<file path="src/rtl/cpu4_nibble_ram.sv">
`default_nettype none
// ============================================================================
// Module   : cpu4_nibble_ram
// Brief    : 64 x 4-bit program/data memory for the 4-bit accumulator CPU.
//            Combinational reads. Store addresses are recovered from the
//            two nibbles read just before a write cycle. A sequential loader
//            fills the memory after reset and holds the CPU in reset until
//            loading ends.
//            Optional feature macro: CPU4_RAM_WPROT_EN (drops RUN-state
//            stores to addresses 0..WPROT_TOP and pulses wprot_err).
// Revision : 1.0 - initial release
// ============================================================================
module cpu4_nibble_ram #(
  parameter int DEPTH     = 64,
  parameter int WPROT_TOP = 31
) (
  input  logic       clk,
  input  logic       rst_p,
  input  logic [5:0] cpu_addr,
  input  logic       cpu_wcyc,
  output logic [3:0] cpu_data,
  output logic       cpu_hold,
  input  logic       ld_valid,
  input  logic [3:0] ld_data,
  input  logic       ld_skip,
  output logic       ld_ready,
  output logic       ld_done,
  output logic       wprot_err
);

  localparam logic [0:0] c_st_load = 1'b0;
  localparam logic [0:0] c_st_run  = 1'b1;

  localparam logic [5:0] c_ptr_last  = 6'(DEPTH - 1);
  localparam logic [5:0] c_wprot_top = 6'(WPROT_TOP);
`ifdef CPU4_RAM_WPROT_EN
  localparam logic c_wprot_en = 1'b1;
`else
  localparam logic c_wprot_en = 1'b0;
`endif

  logic [0:0] r_state;
  logic [0:0] w_state_nxt;
  logic [3:0] r_mem [DEPTH];
  logic [5:0] r_ptr;
  // Only the two low bits of the older nibble form the store address,
  // so only those bits of h_hi are kept.
  logic [1:0] r_h_hi;
  logic [3:0] r_h_lo;
  logic       r_wprot_err;

  logic       w_run;
  logic       w_ld_accept;
  logic       w_store;
  logic [5:0] w_st_addr;
  logic       w_st_drop;
  logic       w_we;
  logic [5:0] w_waddr;
  logic [3:0] w_wdata;

  assign w_run       = (r_state == c_st_run);
  assign w_ld_accept = !w_run && ld_valid;
  assign w_store     = w_run && cpu_wcyc;
  assign w_st_addr   = {r_h_hi, r_h_lo};
  assign w_st_drop   = c_wprot_en && (w_st_addr <= c_wprot_top);

  // Single write port shared by the loader (LOAD) and CPU stores (RUN).
  always_comb begin
    w_we    = 1'b0;
    w_waddr = r_ptr;
    w_wdata = ld_data;
    if (w_ld_accept) begin
      w_we = 1'b1;
    end else if (w_store && !w_st_drop) begin
      w_we    = 1'b1;
      w_waddr = w_st_addr;
      w_wdata = cpu_addr[3:0];
    end
  end

  // State register.
  always_ff @(posedge clk or posedge rst_p) begin
    if (rst_p) r_state <= c_st_load;
    else       r_state <= w_state_nxt;
  end

  // Next state: leave LOAD on skip or on accepting the last cell; RUN is sticky.
  always_comb begin
    w_state_nxt = r_state;
    if (r_state == c_st_load) begin
      if (ld_skip || (w_ld_accept && (r_ptr == c_ptr_last))) begin
        w_state_nxt = c_st_run;
      end
    end
  end

  // State-decoded outputs; read data is muted outside RUN and during writes.
  always_comb begin
    ld_ready = 1'b1;
    cpu_hold = 1'b1;
    ld_done  = 1'b0;
    cpu_data = 4'h0;
    if (w_run) begin
      ld_ready = 1'b0;
      cpu_hold = 1'b0;
      ld_done  = 1'b1;
      if (!cpu_wcyc) cpu_data = r_mem[cpu_addr];
    end
  end

  assign wprot_err = r_wprot_err;

  // Memory array: cleared by reset, written through the shared port.
  always_ff @(posedge clk or posedge rst_p) begin
    if (rst_p) begin
      for (int i = 0; i < DEPTH; i++) r_mem[i] <= 4'h0;
    end else if (w_we) begin
      r_mem[w_waddr] <= w_wdata;
    end
  end

  // Loader pointer advances on each accepted nibble and wraps after the last.
  always_ff @(posedge clk or posedge rst_p) begin
    if (rst_p)            r_ptr <= 6'd0;
    else if (w_ld_accept) r_ptr <= r_ptr + 6'd1;
  end

  // Snoop the last two read nibbles; frozen during write cycles.
  always_ff @(posedge clk or posedge rst_p) begin
    if (rst_p) begin
      r_h_hi <= 2'd0;
      r_h_lo <= 4'h0;
    end else if (w_run && !cpu_wcyc) begin
      r_h_hi <= r_h_lo[1:0];
      r_h_lo <= cpu_data;
    end
  end

  // One-cycle flag for a store dropped by write protection.
  always_ff @(posedge clk or posedge rst_p) begin
    if (rst_p) r_wprot_err <= 1'b0;
    else       r_wprot_err <= w_store && w_st_drop;
  end

endmodule
`default_nettype wire

</file>
<file path="config.mk">
export PLATFORM = sky130hd
export DESIGN_NAME = cpu4_nibble_ram
export DESIGN_NICKNAME = d
export VERILOG_FILES = /design/src/rtl/cpu4_nibble_ram.sv
export SDC_FILE = /design/constraint.sdc
export NUM_CORES = 1
export LEC_CHECK = 0
export ABC_AREA = 1
export CORE_MARGIN = 2
export CORE_UTILIZATION = 60
export DETAILED_ROUTE_END_ITERATION = 6
export DONT_BUFFER_PORTS = 1
export PLACE_DENSITY = 0.75
export SKIP_LAST_GASP = 1
export SLEW_MARGIN = 20
export SYNTH_ARGS = -nofsm -noshare
export SYNTH_HDL_FRONTEND = slang
export SYNTH_SLANG_ARGS = --single-unit
</file>
<file path="constraint.sdc">
create_clock -name clk -period 17.15 [get_ports clk]
set_input_delay 1.715 -clock clk [delete_from_list [all_inputs] [get_ports clk]]
set_output_delay 1.715 -clock clk [all_outputs]
set_load 0.1 [all_outputs]
</file>
### After elaboration in Yosys (flattened, before gate mapping)

Index checks and enable logic that the tools add are counted.

* flip-flop bits (word level): 269
* input bits: 15

* bitwise logic cells: 2
* reduce and logical (&&, ||, !) cells: 8
* multiplexer cells: 18
* eq/ne operators: 1
* add/subtract/negate cells: 1
* $lt $le $gt $ge: 3

Operator list (count)
* $bwmux W256: 1
* $mux W4: 7
* $bmux W4 S6: 1
* $demux W4 S6: 1
* $ge A7 B7 Y1 const B: 2
* $not A6 Y7: 2
* $mux W6: 2
* $lt A7 B1 Y1 const B: 1
* $add A6 B1 Y6 const B: 1
* $eq A6 B6 Y1 const B: 1
* $mux W1: 6
* $logic_and A1 B1 Y1: 5
* $logic_not A1 Y1: 2
* $logic_or A1 B1 Y1: 1

### Depth between registers and ports, before layout

Gate-level depths: netlist of the first run.

* word-level depth: 9
* depth in mapped cells: 13
* depth with buffers taken out: 11

### Worst setup path before layout of the first run

No wires, ideal clock.

* path kind: input-to-output
* from: input cpu_addr[0]
* to: output cpu_data[2]
* buffers on the path: 2
* path slack: 11953 ps
* arrival time: 3482 ps
* cell stages on the path: 13
* path through: inv_1 clkbuf_1 clkbuf_1 nand2_1 nand3_1 nand3_1 nand2_1 nand2_1 nand3_1 nand3_1 nand2_1 nand2_1 inv_1

* cells in the longest elaborated chain, start to end: 6

Ends and longest elaborated chain
* start: declaration: RTL line 19 `input logic [5:0] cpu_addr,`
* $not A6 Y7 (not written as such): RTL line 107 `if (!cpu_wcyc) cpu_data = r_mem[cpu_addr];`
* $bmux W4 S6: RTL line 107
* $mux W4 (not written as such) (2 in series): RTL line 107
* $mux W4: RTL line 107
* $mux W4: RTL line 103 `if (w_run) begin`
* end: declaration: RTL line 21 `output logic [3:0] cpu_data,`

Every way passes these cells. The select of a mux whose other input is x is not followed.

### Final worst setup path of the first run

* from: input cpu_addr[0]
* to: output cpu_data[1]

The elaborated chain is that of the path after synthesis.

==> results.md, run 1 <==
* P per Cell Area at 130 nW/µm²
* Core area at 20400 µm²
* Area of the die at 22000 µm²
* Initial DRT Pass Iterations at 5
* Row count at 52
* Sequential fraction of the synthesis area at 53.8%
* Minimum clock period at 6.55 ns
* Chip Height at 148 µm
* DP Area at 12700 µm²
* Peak VDD IR at 0.0000867 V
* Worst Hold Class: reg -> reg
* Fmax at 153 MHz
* GR peak layer: met2
* # diodes at 0
* Avg WL per Cell at 18.2 µm
* Share of layout cells above drive strength 1 at 4.89%
* Mapped cell area at 12500 µm²
* First-pass GRT wire length at 54400 µm
* Final wirelength at 33200 µm
* Drt initial violations at 1200
* Status: completed
* Mux share of post-synthesis cell area at 0%
* Post-synthesis cell type count at 26
* Pin count of the biggest net entering global routing at 130
* Boundary pin count at 23
* Area fraction in compound gates after synthesis at 11.1%
* Initial Utilization at 61.4%
* Nets at 1556
* Finish-stage setup viols at 0
* Commonest cells after routing, fill and taps aside: 673 x nand2_1, 269 x dfrtp_1, 234 x o21ai_0, 222 x nand3_1, 28 x clkbuf_16
* DRT antenna net count at 0
* Clock buffer count from CTS at 28
* YS warnings at 0
* Hold Violations, Final at 0
* Placed cells at 1780
* Clock Skews at 0.0264 ns
* Synth area leaders: dfrtp_1 54%, nand2_1 20%, o21ai_0 9.4%
* Largest family of logic cells by synthesized area: simple AND/OR/NAND/NOR gates
* Gpl congestion at 0.860
* Worst-path clk slew at 0.06 ns
* Grt total ovfl at 0
* Reg area at 6730 µm²
* GRT Util Overall at 31.1%
* Area growth syn-to-layout at 8.14%
* Simple logic cell fraction of the synthesized area at 31.1%
* Hold buffer count at cts at 0
* Most common cell after layout, fill and taps aside: nand2_1
* Final non-filler cell area at 13500 µm²
* DP HPWL at 19800 µm
* Setup total negative slack at 0 ns
* Port buffer count at 0
* Yosys top cell by area: dfrtp_1
* Post-CTS sizing at 0
* # Max-Cap Violations at 0
* Syn nets at 1598
* Die width at 148 µm
* Synth top area share at 53.8%
* M2 GR Usage at 47.4%
* Avg Vias per Cell at 5.90
* CTS Root Cell: clkbuf_16
* Yosys reg bits at 269
* Highest net fanout along the worst path at 129
* Synth Area in Adders at 0.100%
* Layout Cells excl Fill at 1825
* Slew headroom at 35.4%
* Crit. End Element: output pin
* CTS tree: built
* Syn avg cell area at 7.91 µm²
* Worst setup SP type: input port
* Worst slew pin tran at 0.968 ns
* Met3 usage at 4.60%
* Area of the multi-input gates at 5390 µm²
* Period utilization at 38.2%
* Fin. max-slew vios at 0
* Clock Path Buffers at 3
* Post-synthesis xor/xnor area fraction at 0.350%
* H-tree Lvls at 1
* Vias in the first global route at 10000
* Initial antenna violation count at 0
* Leakage power at 6.27 nW
* Required @ worst endpoint at 15.43 ns
* CP Class: in -> out
* Routed vias at 10800
* Worst hold-check slack at 0.472 ns
* M1 GR Usage at 46.2%
* Setup Fix Bufs, Post-CTS at 0
* Clock Sinks at 269
* Post-Synthesis Cells at 1582
* Clock Latency Late Sink at 0.55 ns
* FILL cells at 1740
* DRC at 0
* RSZ-0062 raised after global routing: no
* Arr. time, crit path at 4.83 ns
kinds of logic (layout without fill, tap and decap cells):
logic type,Yosys count,in the layout
other,1,1
AND/OR/NAND/NOR,924,924
buffers and inverters,113,86
XOR/XNOR,5,5
flip-flops,269,269
adder cells (fa/ha/maj),1,1
AO/OA/AOI/OAI,269,269
critical path, cell delays in order:
cell and delay [ns]:
clkinv_2 0.58, buf_4 0.79, nand2_1 0.12, nand3_1 0.12
nand3_1 0.07, nand2_1 0.08, nand2_1 0.10, nand3_1 0.13
nand3_1 0.13, nand2_1 0.11, nand2_1 0.08, inv_1 0.64
report_power, final:
group	internal (W)	switching (W)
clock	0.000335	0.000244
sequential	0.000787	0.0000874
combinational	0.000111	0.000189
state kept, by name, indices dropped and copies added, names as in the netlist:
name,count
r_h_hi,2
r_h_lo,4
r_mem,256
r_ptr,6
r_state,1
synthesized netlist by cell type:
cell and instances:
nor2_4 1, ha_1 1, o21ai_0 234, a21oi_1 4, nor4_4 5, o21ai_4 3
inv_1 30, buf_4 3, buf_1 13, nand2_1 673, inv_2 1, a311o_1 1
nand3_1 222, nor2_1 13, conb_1 1, nor3_4 3, nor2_2 4, clkinv_1 1
nor3_1 2, or2_2 1, buf_2 1, clkbuf_1 64, o21ai_1 26, o21ai_2 1
dfrtp_1 269, xor2_1 5
layout make-up:
type / instances / area share (%)
clock buffers: 42 / 6.23
clock inverters: 3 / 0.213
inverters: 32 / 0.953
multi-input cells: 1200 / 39.8
flip-flops and latches: 269 / 49.8
well taps: 270 / 2.50
repair buffers: 9 / 0.527
worst paths after layout:
check                                       from  slack [ns]                      to  depth (start not counted)
min in group asynchronous                  rst_p        1.18  r_mem[179]$_DFFE_PP0P_                          1
max in group asynchronous                  rst_p       14.54   r_mem[99]$_DFFE_PP0P_                          2
max reg2reg                    r_state$_DFF_PP0_       12.81  r_mem[148]$_DFFE_PP0P_                         10
max                                  cpu_addr[0]       10.60             cpu_data[1]                         12
min reg2reg                r_h_hi[0]$_DFFE_PP0P_        0.47   r_h_hi[0]$_DFFE_PP0P_                          2
min                        r_h_hi[0]$_DFFE_PP0P_        0.47   r_h_hi[0]$_DFFE_PP0P_                          2
per-layer routing:
layer / wire (µm) / vias up
met5: 0 / -
met3: 2810 / 84
met1: 14400 / 5085
li1: - / 5111
met4: 1110 / 0
met2: 14900 / 483
per-stage QoR:
stage | utilization, % | setup slack, ns | total power [W]
2_1_floorplan | - | 8.02 | 0.00110
3_3_place_gp | 62.1 | 10.87 | 0.00116
3_5_place_dp | 62.1 | 10.86 | 0.00118
4_1_cts | 66.4 | 10.85 | 0.00176
5_1_grt | 66.4 | 10.60 | 0.00185
6_report | 66.4 | 10.60 | 0.00175
Power figures use the tool's default switching activity.
==> run 2: changes to the inputs <==
==> constraint.sdc (replaced) <==
create_clock -name clk -period 6.5 [get_ports clk]
set_input_delay 0.65 -clock clk [delete_from_list [all_inputs] [get_ports clk]]
set_output_delay 0.65 -clock clk [all_outputs]
set_load 0.1 [all_outputs]
==> results.md, run 2 (synthesis gave the netlist of run 1 again) <==
* Setup Fix Bufs, Post-CTS at 0 (unchanged)
* Status: completed
* Setup total negative slack at 0 ns (unchanged)
* # diodes at 0 (unchanged)
* Register share of total power at 46.3% (-3.6 points)
* Avg Vias per Cell at 5.83 (-1.2%)
* CTS Root Cell: clkbuf_16
* First-pass GRT wire length at 55100 µm (+1.2%)
* Commonest cells after routing, fill and taps aside: 673 x nand2_1, 269 x dfrtp_1, 234 x o21ai_0, 222 x nand3_1, 29 x clkbuf_16
* Share of layout cells above drive strength 1 at 5.57% (+0.68 points)
* Worst Hold Class: in -> async
* Core Util, Final at 67.7% (+1.2 points)
* DRC at 0 (unchanged)
* Vias in the first global route at 10500 (+4.9%)
* Sw Ratio at 28.5% (-1.2 points)
* RSZ-0062 raised after global routing: no
* Nets at 1558 (+0.13%)
* Layout Cells excl Fill at 1833 (+0.44%)
* Port buffer count at 0 (unchanged)
* Clock Skews at 0.0123 ns (-0.0141 ns)
* Fin. max-slew vios at 0 (unchanged)
* CP max stage cell: dfrtp_1
* Row count at 52 (unchanged)
* DP HPWL at 19700 µm (-0.48%)
* Slew headroom at 36.2% (+0.78 points)
* Fmax at 236 MHz
* Chip Height at 148 µm (unchanged)
* Die width at 148 µm (unchanged)
* Initial antenna violation count at 0 (unchanged)
* Crit-path leading delay family: buffers and inverters
* Combinational Power Share at 16.0% (-1.1 points)
* CP Cell Sequence: inv_2, nor2_1, nand2_1, inv_1
* Pin count of the biggest net entering global routing at 130 (unchanged)
* WP buf/inv at 2 (-1)
* Crit path largest cell delay at 0.97 ns (+0.18 ns)
* Final non-filler cell area at 13800 µm² (+1.9%)
* Register name with the most flops: r_mem
* Biggest regs: r_mem x256, r_ptr x6, r_h_lo x4
* Internal power at 0.00356 W (+190%)
* Hold buffer count at cts at 0 (unchanged)
* Highest net fanout along the worst path at 6 (-95%)
* Sw Pwr at 0.00142 W (+170%)
* P per Cell Area at 361 nW/µm² (+180%)
* GRT Util Overall at 31.5% (+0.38 points)
* Avg WL per Cell at 18.2 µm (-0.31%)
* Most common cell after layout, fill and taps aside: nand2_1
* Worst slew pin tran at 0.957 ns (-0.0117 ns)
* Worst-path clk slew at 0.06 ns (about the same)
* Leakage power at 6.39 nW (+1.9%)
* Post-CTS sizing at 0 (unchanged)
* Required @ worst endpoint at 5.85 ns (-9.58 ns)
* Period utilization at 65.2%
* Initial Utilization at 61.4% (unchanged)
* Clock Sinks at 269 (unchanged)
* Boundary pin count at 23 (unchanged)
* Minimum clock period at 4.24 ns
* FILL cells at 1626 (-6.6%)
* DRT antenna net count at 0 (unchanged)
* Clock Latency Late Sink at 0.55 ns (about the same)
* Area growth syn-to-layout at 10.2%
* DP Area at 12700 µm² (+0.23%)
* Routed vias at 10700 (-0.74%)
* H-tree Lvls at 1 (unchanged)
* Clock network fraction of total power at 37.8% (+4.8 points)
* Grt total ovfl at 0 (unchanged)
* Hold Violations, Final at 0 (unchanged)
* Initial DRT Pass Iterations at 6 (+1)
* Drt initial violations at 920 (-23%)
* Arr. time, crit path at 3.59 ns (-1.24 ns)
* Area of the die at 22000 µm² (unchanged)
* # Max-Cap Violations at 0 (unchanged)
* Crit. End Element: output pin
* Worst setup SP type: flip-flop
* Core area at 20400 µm² (unchanged)
* CP Class: reg -> out
* Placed cells at 1781 (+0.056%)
* Finish-stage setup viols at 0 (unchanged)
* CTS tree: built
* Gpl congestion at 0.835 (-2.9%)
* Clock Path Buffers at 3 (unchanged)
* Clock buffer count from CTS at 29 (+3.6%)
* Final wirelength at 33300 µm (+0.13%)
* Max reg flops at 256 (unchanged)
* Peak VDD IR at 0.000260 V (+200%)
-- run 2: routing by layer --
layer / up-vias / routed length, µm / GRT usage (%)
met5: - / 0 / 0
met1: 5111 / 14500 / 44.5
met4: 0 / 936 / 10.7
met3: 66 / 2520 / 5.83
met2: 373 / 15400 / 49.9
li1: 5133 / - / -
-- run 2: final timing paths --
path	start	to	slack, ns	cells past startpoint
worst min register to register	r_mem[1]$_DFFE_PP0P_	r_mem[1]$_DFFE_PP0P_	0.48	2
worst max register to register	r_state$_DFF_PP0_	r_mem[174]$_DFFE_PP0P_	2.40	10
min in group clk	ld_skip	r_state$_DFF_PP0_	0.23	1
worst min-delay path	rst_p	r_mem[178]$_DFFE_PP0P_	0.09	1
max in group asynchronous	rst_p	r_mem[48]$_DFFE_PP0P_	4.86	3
worst max-delay path	r_state$_DFF_PP0_	cpu_data[1]	2.26	4
-- run 2: area by class of cell --
type	instances	area [µm²]	area share (%)
multi-input cells	1200	5390	39.1
repair buffers	10	100	0.726
clock buffers	36	802	5.82
flip-flops and latches	269	6730	48.8
well taps	270	338	2.45
inverters	32	125	0.908
clock inverters	16	298	2.16
-- run 2: per-stage QoR --
stage | hold WS [ns] | total power [W] | worst slack (ns)
2_1_floorplan | 0.442 | 0.00290 | 2.30
3_3_place_gp | 0.458 | 0.00306 | 2.54
3_5_place_dp | 0.469 | 0.00311 | 2.46
4_1_cts | 0.111 | 0.00499 | 2.23
5_1_grt | 0.133 | 0.00524 | 2.13
6_report | 0.0896 | 0.00498 | 2.26
-- run 2: power by group through the flow --
stage	combinational (W)	sequential [W]	clock [W]
finish	0.000795	0.00230	0.00188
global route	0.000932	0.00235	0.00196
CTS	0.000798	0.00230	0.00190
detailed placement	0.000795	0.00232	0
global placement	0.000758	0.00231	0
floorplan	0.000641	0.00226	0
